==> src/rtl/seven_segment_reader.sv <==
// Receive-side 7-segment decoder: samples a multiplexed active-low segment/anode bus
// and recovers the hex nibble shown on each digit once the pattern has settled.
module seven_segment_reader #(
    parameter int NUM_DIGITS    = 4,
    parameter int STABLE_CYCLES = 16
) (
    input  logic                    clk,
    input  logic                    reset,
    input  logic [6:0]              segments,
    input  logic [NUM_DIGITS-1:0]   anodes,
    output logic [4*NUM_DIGITS-1:0] value,
    output logic [NUM_DIGITS-1:0]   digit_valid,
    output logic                    update,
    output logic [2:0]              update_index,
    output logic                    invalid
);

    localparam int CW = $clog2(STABLE_CYCLES);
    localparam logic [CW-1:0] TERM = CW'(STABLE_CYCLES - 1);
    localparam logic [6:0] BLANK = 7'h7F;

    typedef enum logic [1:0] {
        IDLE,
        SETTLING,
        HELD
    } state_t;

    state_t                state;
    logic [CW-1:0]         count;
    logic [6:0]            seg_meta;
    logic [6:0]            seg_sync;
    logic [6:0]            seg_prev;
    logic [NUM_DIGITS-1:0] an_meta;
    logic [NUM_DIGITS-1:0] an_sync;
    logic [NUM_DIGITS-1:0] an_prev;

    logic       changed;
    logic       no_anode;
    logic [3:0] low_count;
    int         sel;
    logic [4:0] decoded;
    logic       legal;
    logic [3:0] nibble;

    // Inverse of the team's hex-to-segment table; bit 4 flags a legal code.
    function automatic logic [4:0] decode(input logic [6:0] s);
        case (s)
            7'h40:   return {1'b1, 4'h0};
            7'h79:   return {1'b1, 4'h1};
            7'h24:   return {1'b1, 4'h2};
            7'h30:   return {1'b1, 4'h3};
            7'h19:   return {1'b1, 4'h4};
            7'h12:   return {1'b1, 4'h5};
            7'h02:   return {1'b1, 4'h6};
            7'h78:   return {1'b1, 4'h7};
            7'h00:   return {1'b1, 4'h8};
            7'h10:   return {1'b1, 4'h9};
            7'h08:   return {1'b1, 4'hA};
            7'h03:   return {1'b1, 4'hB};
            7'h46:   return {1'b1, 4'hC};
            7'h21:   return {1'b1, 4'hD};
            7'h06:   return {1'b1, 4'hE};
            7'h0E:   return {1'b1, 4'hF};
            default: return 5'b0_0000;
        endcase
    endfunction

    assign changed  = (seg_sync != seg_prev) || (an_sync != an_prev);
    assign no_anode = &an_sync;
    assign decoded  = decode(seg_sync);
    assign legal    = decoded[4];
    assign nibble   = decoded[3:0];

    // Count the active anodes and remember which one is low for the single-digit case.
    always_comb begin
        low_count = '0;
        sel       = 0;
        for (int i = 0; i < NUM_DIGITS; i++) begin
            if (!an_sync[i]) begin
                low_count = low_count + 4'd1;
                sel       = i;
            end
        end
    end

    // Synchronizer, stability FSM and the registered accept outputs.
    always_ff @(posedge clk) begin
        if (reset) begin
            seg_meta     <= BLANK;
            seg_sync     <= BLANK;
            seg_prev     <= BLANK;
            an_meta      <= '1;
            an_sync      <= '1;
            an_prev      <= '1;
            state        <= IDLE;
            count        <= '0;
            value        <= '0;
            digit_valid  <= '0;
            update       <= 1'b0;
            update_index <= 3'd0;
            invalid      <= 1'b0;
        end else begin
            seg_meta <= segments;
            seg_sync <= seg_meta;
            seg_prev <= seg_sync;
            an_meta  <= anodes;
            an_sync  <= an_meta;
            an_prev  <= an_sync;
            update   <= 1'b0;
            invalid  <= 1'b0;

            case (state)
                IDLE: begin
                    if (!no_anode) begin
                        state <= SETTLING;
                        count <= '0;
                    end
                end

                SETTLING: begin
                    if (changed) begin
                        count <= '0;
                        state <= no_anode ? IDLE : SETTLING;
                    end else if (count == TERM) begin
                        state <= HELD;
                        if (low_count == 4'd1) begin
                            if (legal) begin
                                value[4*sel +: 4] <= nibble;
                                digit_valid[sel]  <= 1'b1;
                                update            <= 1'b1;
                                update_index      <= 3'(sel);
                            end else if (seg_sync == BLANK) begin
                                digit_valid[sel]  <= 1'b0;
                                update            <= 1'b1;
                                update_index      <= 3'(sel);
                            end else begin
                                invalid <= 1'b1;
                            end
                        end else begin
                            invalid <= 1'b1;
                        end
                    end else begin
                        count <= count + 1'b1;
                    end
                end

                HELD: begin
                    if (changed) begin
                        count <= '0;
                        state <= no_anode ? IDLE : SETTLING;
                    end
                end

                default: begin
                    state <= IDLE;
                    count <= '0;
                end
            endcase
        end
    end

endmodule

==> config.mk <==
export PLATFORM = sky130hd
export DESIGN_NAME = seven_segment_reader
export DESIGN_NICKNAME = d
export VERILOG_FILES = /design/src/rtl/seven_segment_reader.sv
export SDC_FILE = /design/constraint.sdc
export NUM_CORES = 1
export LEC_CHECK = 0
export CORE_MARGIN = 2
export CORE_UTILIZATION = 51
export CTS_CLUSTER_DIAMETER = 80
export DETAILED_ROUTE_END_ITERATION = 10
export GPL_TIMING_DRIVEN = 0
export HOLD_SLACK_MARGIN = 0.08
export PLACE_DENSITY = 0.74
export SLEW_MARGIN = 0
export SYNTH_ARGS = -nofsm -noshare
export SYNTH_HDL_FRONTEND = slang
export SYNTH_SLANG_ARGS = --single-unit
==> constraint.sdc <==
create_clock -name clk -period 6.01 [get_ports clk]
set_clock_uncertainty 0.2 [all_clocks]
set_input_delay 1.202 -clock clk [delete_from_list [all_inputs] [get_ports clk]]
set_output_delay 1.202 -clock clk [all_outputs]
set_load 0.02 [all_outputs]
==> out/qor.csv, run 1 <==
stage,metric,value,unit
run_status,status,"finished, final reports clean",
route,drcViolationCount,0,
power_and_ir_drop,power.density,239,nW/um2
synthesis,mappedNetlistArea,3100,um2
route,wl,6.54,mm
clocking,clk_pin_slew,0.07,ns
power_and_ir_drop,max-vdd-ir-drop,0.175,mV
clocking,holdBufCountCts,0,
global_routing,grt_pass1_vias,2277,
setup_path,crit_type,register to register,
synthesis,synth.net_count,337,
synthesis,netlist_top_cells_count,"dfxtp_1, or2_2, nand2b_1",
route,vias,2461,
route,first_iter_violations,146,
route,wl_per_cell,14.7,um
timing,slew_viol_final,0,
layout,area_growth_syn_to_layout,21.0,%
floorplan,die_area,6720,um2
synthesis,async_flop_share,0,
floorplan,die_y,82.0,um
min_path,worstHoldPathType,register to register,
timing,rsz0062_at_grt,no,
clocking,clk_latency,0.34,ns
synthesis,synth_edf_count,0,
clocking,numClockSinks,63,
synthesis,yosysTopAreaCell,dfxtp_1,
clocking,cts.repair.resized,0,
global_routing,grtUsageTotal,0.213,
layout,fillers,517,
synthesis,yosysMostFrequentCell,dfxtp_1,
synthesis,synth_seq_area_share,0.407,
floorplan,boundaryPins,38,
clocking,numCtsBuffers,9,
layout,drive_gt1_frac,0.213,
route,firstDrtPassIters,4,
global_routing,grt_max_degree,13,
timing,period_share,0.539,
floorplan,core,5890,um2
setup_path,crit_path_end_kind,register,
clocking,cts_htree_levels,3,
synthesis,ys_ff_latch,63,
synthesis,ys_warn_count,0,
layout,n_antenna_cell,0,
floorplan,start_util,0.527,
synthesis,syn-instance-count,320,
global_routing,grt_pass1_wl,10.8,mm
setup_path,crit_path_start_kind,register,
power_and_ir_drop,p_leak,1.50,nW
timing,setup_tns,0,ns
global_routing,antenna_found_initial,0,
timing,slew_headroom,0.611,
place,place.gp.congestion,0.881,
place,dp.final_hpwl,4.79,mm
place,port_buffers,35,
route,vias_per_cell,5.52,
run,maxCapViolCount,0,
layout,fin_nets,383,
synthesis,yosys.area.top_type_share,0.407,
clocking,cts_setup_buffers,0,
setup_path,cp_max_fo,6,
timing,max_slew.worst_pin.slew,0.584,ns
floorplan,rows,28,
route,ant_nets,0,
synthesis,synth-main-ff-cell,dfxtp_1,
timing,fmax,0.309,GHz
setup_path,cp.required,6.04,ns
timing,setup_viol,0,
synthesis,ys_top_cells_by_area,"dfxtp_1, or2_2, mux2i_1",
floorplan,die_x,82.0,um
clocking,cts_tree,built,
timing,min_period,3.24,ns
synthesis,synth.avg_cell_area,9.69,um2
timing,hold_viol_final,0,
global_routing,grt-ovfl-total,0,
clocking,cts-root-buf,clkbuf_8,
clocking,cts_buffer_depth,2,
setup_path,crit_arrival,3.26,ns
layout,final_core_util,0.637,
synthesis,synth_cell_type_count,64,
placed cells by master, fill, tap and decap left out, types with 4 or more instances in the layout:
cell type / instances
mux2i_1: 17
xnor2_1: 10
nand3_1: 7
or2_2: 34
nor3b_1: 4
buf_2: 9
nand4_1: 8
nor2b_1: 10
nor2_1: 11
a21oi_1: 4
dfxtp_1: 63
clkbuf_1: 11
and3_1: 7
ha_1: 4
clkbuf_8: 10
nand2b_1: 22
clkdlybuf4s50_1: 35
o21ai_0: 8
nand2_1: 11
and4_1: 4
nor3_1: 7
worst paths after layout:
check	startpoint	to	slack, ns	cells past startpoint
worst min register to register	an_meta[0]	an_sync[0]	0.21	1
worst max-delay path	an_sync[1]	update_index[0]	2.77	9
worst min-delay path	an_meta[0]	an_sync[0]	0.21	1
worst max register to register	an_sync[1]	update_index[0]	2.77	9
flip-flops by register name (all words and copies together) (netlist names), 4 cells and up, named ones only:
signal / cells
count: 4
seg_meta: 7
an_sync: 4
an_prev: 4
an_meta: 4
seg_prev: 7
value: 16
seg_sync: 7
critical path, cell delays in order, from the launching register on:
cell and delay [ns]:
dfxtp_1 0.46, inv_1 0.14, ha_1 0.36, xnor2_1 0.22, ha_1 0.27, or4b_1 0.49
a2bb2oi_2 0.19, a21oi_2 0.22, o211a_1 0.24, mux2_1 0.33
power breakdown:
group	internal, mW	total (mW)	switching (mW)	leakage, nW
Combinational	0.0382	0.0856	0.0474	0.887
Sequential	0.427	0.433	0.00582	0.514
Clock	0.204	0.379	0.175	0.0947
logic make-up (layout without fill, tap and decap cells):
group | Yosys count | after routing | synth area share
adders and majority gates | 4 | 4 | 0.0161
muxes | 20 | 20 | 0.0670
and+or+nand+nor | 149 | 149 | 0.305
AOI/OAI and AO/OA | 44 | 44 | 0.126
other | 1 | 1 | 0.00121
DFF | 63 | 63 | 0.407
buffers and inverters | 26 | 77 | 0.0412
xor gates and xnor gates | 13 | 13 | 0.0367
through the flow:
step / total power, mW / worst slack (ns) / hold WS, ns / area [um2] / std cells
floorplan: 0.504 / 3.10 / 0.189 / 3100 / 320
global placement: 0.525 / 2.83 / 0.191 / 3540 / 430
detailed placement: 0.527 / 2.78 / 0.193 / 3540 / 430
CTS: 0.902 / 2.77 / 0.210 / 3750 / 446
global route: 0.928 / 2.64 / 0.221 / 3750 / 446
finish: 0.897 / 2.77 / 0.208 / 3750 / 446
routing by layer:
layer  part of all wire  GRT usage  vias to the layer above
met2               0.45      0.323                       80
li1                   -          -                     1223
met3              0.043     0.0462                       17
met5                  0          0                        -
met1               0.48      0.286                     1141
met4              0.025      0.102                        0
final cells by class:
type	count	area, um2	share of cell area
plain buffers	23	116	0.0310
clock buffers	10	138	0.0367
clock inverters	6	70.1	0.0187
inverters	3	11.3	0.00300
multi-input cells	231	1710	0.456
flip-flops and latches	63	1260	0.336
well taps	75	93.8	0.0250
repair buffers	35	350	0.0934
(Power assumes the default switching activity.)
==> inputs of run 2 (changes only) <==
clock period = 3 ns   (was 6.01 ns; I/O delays follow)
==> out/qor.csv, run 2 (same netlist as run 1, synthesis figures left out) <==
stage,metric,value,unit,change
clocking,cts_tree,built,,unchanged
layout,fin_nets,384,,was 383
place,dp.final_hpwl,4.79,mm,unchanged
clocking,clk_pin_slew,0.07,ns,about the same
route,vias,2468,,was 2461
global_routing,use_met3,0.0462,,unchanged
setup_path,crit_start,an_sync[1],,unchanged
global_routing,grt_busiest_layer,met2,,unchanged
min_path,holdCritStartpoint,an_meta[0],,unchanged
power_and_ir_drop,max-vdd-ir-drop,0.352,mV,was 0.175 mV
global_routing,antenna_found_initial,0,,unchanged
layout,largest_register_ffs,16,,unchanged
place,place_ws,-0.233,ns,was 2.78 ns
clocking,cts-root-buf,clkbuf_8,,unchanged
layout,area_growth_syn_to_layout,21.8,%,was 21.0%
global_routing,grtUsageTotal,0.213,,about the same
route,wl_per_cell,14.6,um,was 14.7 um
floorplan,boundaryPins,38,,unchanged
timing,setup_ws,0.114,ns,was 2.77 ns
setup_path,crit_path_start_kind,register,,unchanged
timing,hold_viol_final,0,,unchanged
route,wl,6.54,mm,about the same
timing,fmax,0.346,GHz,was 0.309 GHz
timing,slew_headroom,0.613,,was 0.611
floorplan,die_x,82.0,um,unchanged
layout,final_common_cell,dfxtp_1,,unchanged
route,firstDrtPassIters,4,,unchanged
clocking,clk_latency,0.34,ns,about the same
route,ant_nets,0,,unchanged
layout,regMostFlops,value,,unchanged
floorplan,core,5890,um2,unchanged
timing,min_period,2.89,ns,was 3.24 ns
clocking,holdBufCountCts,0,,unchanged
route,drcViolationCount,0,,unchanged
power_and_ir_drop,p_leak,1.50,nW,about the same
min_path,worstHoldPathType,register to register,,unchanged
floorplan,rows,28,,unchanged
setup_path,cp_max_fo,6,,unchanged
clocking,numClockSinks,63,,unchanged
place,port_buffers,35,,unchanged
layout,drive_gt1_frac,0.226,,was 0.213
global_routing,grtUsageMet1,0.287,,was 0.286
place,dpl_cell_area,3540,um2,unchanged
route,first_iter_violations,139,,was 146
setup_path,crit_type,register to register,,unchanged
timing,slew_viol_final,0,,unchanged
global_routing,grt_pass1_vias,2294,,was 2277
setup_path,crit_arrival,2.91,ns,was 3.26 ns
clocking,cts_buffer_depth,2,,unchanged
power_and_ir_drop,power.density,477,nW/um2,was 239 nW/um2
layout,design_area,3780,um2,was 3750 um2
setup_path,crit_path_end_kind,register,,unchanged
timing,max_slew.worst_pin.slew,0.580,ns,was 0.584 ns
place,place.gp.congestion,0.881,,unchanged
floorplan,die_area,6720,um2,unchanged
timing,hold_ws,0.209,ns,was 0.208 ns
timing,period_share,0.962,,was 0.539
floorplan,die_y,82.0,um,unchanged
layout,final_cell_mix,"dfxtp_1, clkdlybuf4s50_1, or2_2",,unchanged
run_status,status,"finished, final reports clean",,unchanged
global_routing,grt_max_degree,13,,unchanged
setup_path,cp.required,3.02,ns,was 6.04 ns
route,vias_per_cell,5.52,,about the same
clocking,cts_htree_levels,3,,unchanged
global_routing,grt-ovfl-total,0,,unchanged
timing,rsz0062_at_grt,no,,unchanged
global_routing,grt_pass1_wl,10.9,mm,was 10.8 mm
clocking,numCtsBuffers,9,,unchanged
setup_path,timing.rr.start,an_sync[1],,unchanged
layout,n_antenna_cell,0,,unchanged
run,maxCapViolCount,0,,unchanged
global_routing,globalRouteMet2Util,0.324,,was 0.323
timing,setup_viol,0,,unchanged
floorplan,start_util,0.527,,unchanged
==> run 2: worst paths after layout <==
kind / end / slack [ns] / depth (start not counted)
worst max-delay path: update_index[0] / 0.11 / 9
worst min-delay path: an_sync[0] / 0.21 / 1
worst max register to register: update_index[0] / 0.11 / 9
worst min register to register: an_sync[0] / 0.21 / 1
==> run 2: through the flow <==
step	util	TNS, ns	power, mW	instances
floorplan	-	0	1.01	320
global placement	0.602	-0.444	1.05	430
detailed placement	0.602	-0.886	1.06	430
CTS	0.641	0	1.81	447
global route	0.642	0	1.86	447
finish	0.642	0	1.80	447
==> run 2: timing repair <==
| action | CTS | global route |
|---|---|---|
| endpoints found under the setup margin | 15 | 3 |
| setup buffers | 1 | 0 |
| pin swaps | 3 | 1 |
| resized for setup | 3 | 2 |
==> run 2: area by class of cell <==
cell class / instances / area [um2]
buffer: 23 / 116
clock buffer: 10 / 138
clock inverter: 6 / 70.1
fill: 514 / 2110
inverter: 3 / 11.3
multi-input combinational: 231 / 1720
sequential: 63 / 1270
tap: 75 / 93.8
timing repair buffer: 36 / 358
==> run 2: layer usage <==
| metal | up-vias | share of wire | wire length [um] |
|---|---|---|---|
| met5 | - | 0 | 0 |
| met4 | 0 | 0.021 | 140 |
| met3 | 13 | 0.045 | 293 |
| met2 | 68 | 0.46 | 2980 |
| met1 | 1164 | 0.48 | 3120 |
| li1 | 1223 | - | - |
==> run 2: where the power goes <==
group          leakage (nW)  internal, mW  switching, mW
registers             0.514         0.855         0.0118
logic                 0.888        0.0778         0.0950
clock network        0.0947         0.409          0.353
==> run 2: critical path: stages, from the launching register on <==
cell and delay (ns):
dfxtp_4 0.39, inv_2 0.07, ha_4 0.29, xnor2_1 0.13
ha_1 0.27, or4b_1 0.49, a2bb2oi_2 0.19, a21oi_2 0.18
o211a_1 0.23, mux2_1 0.33
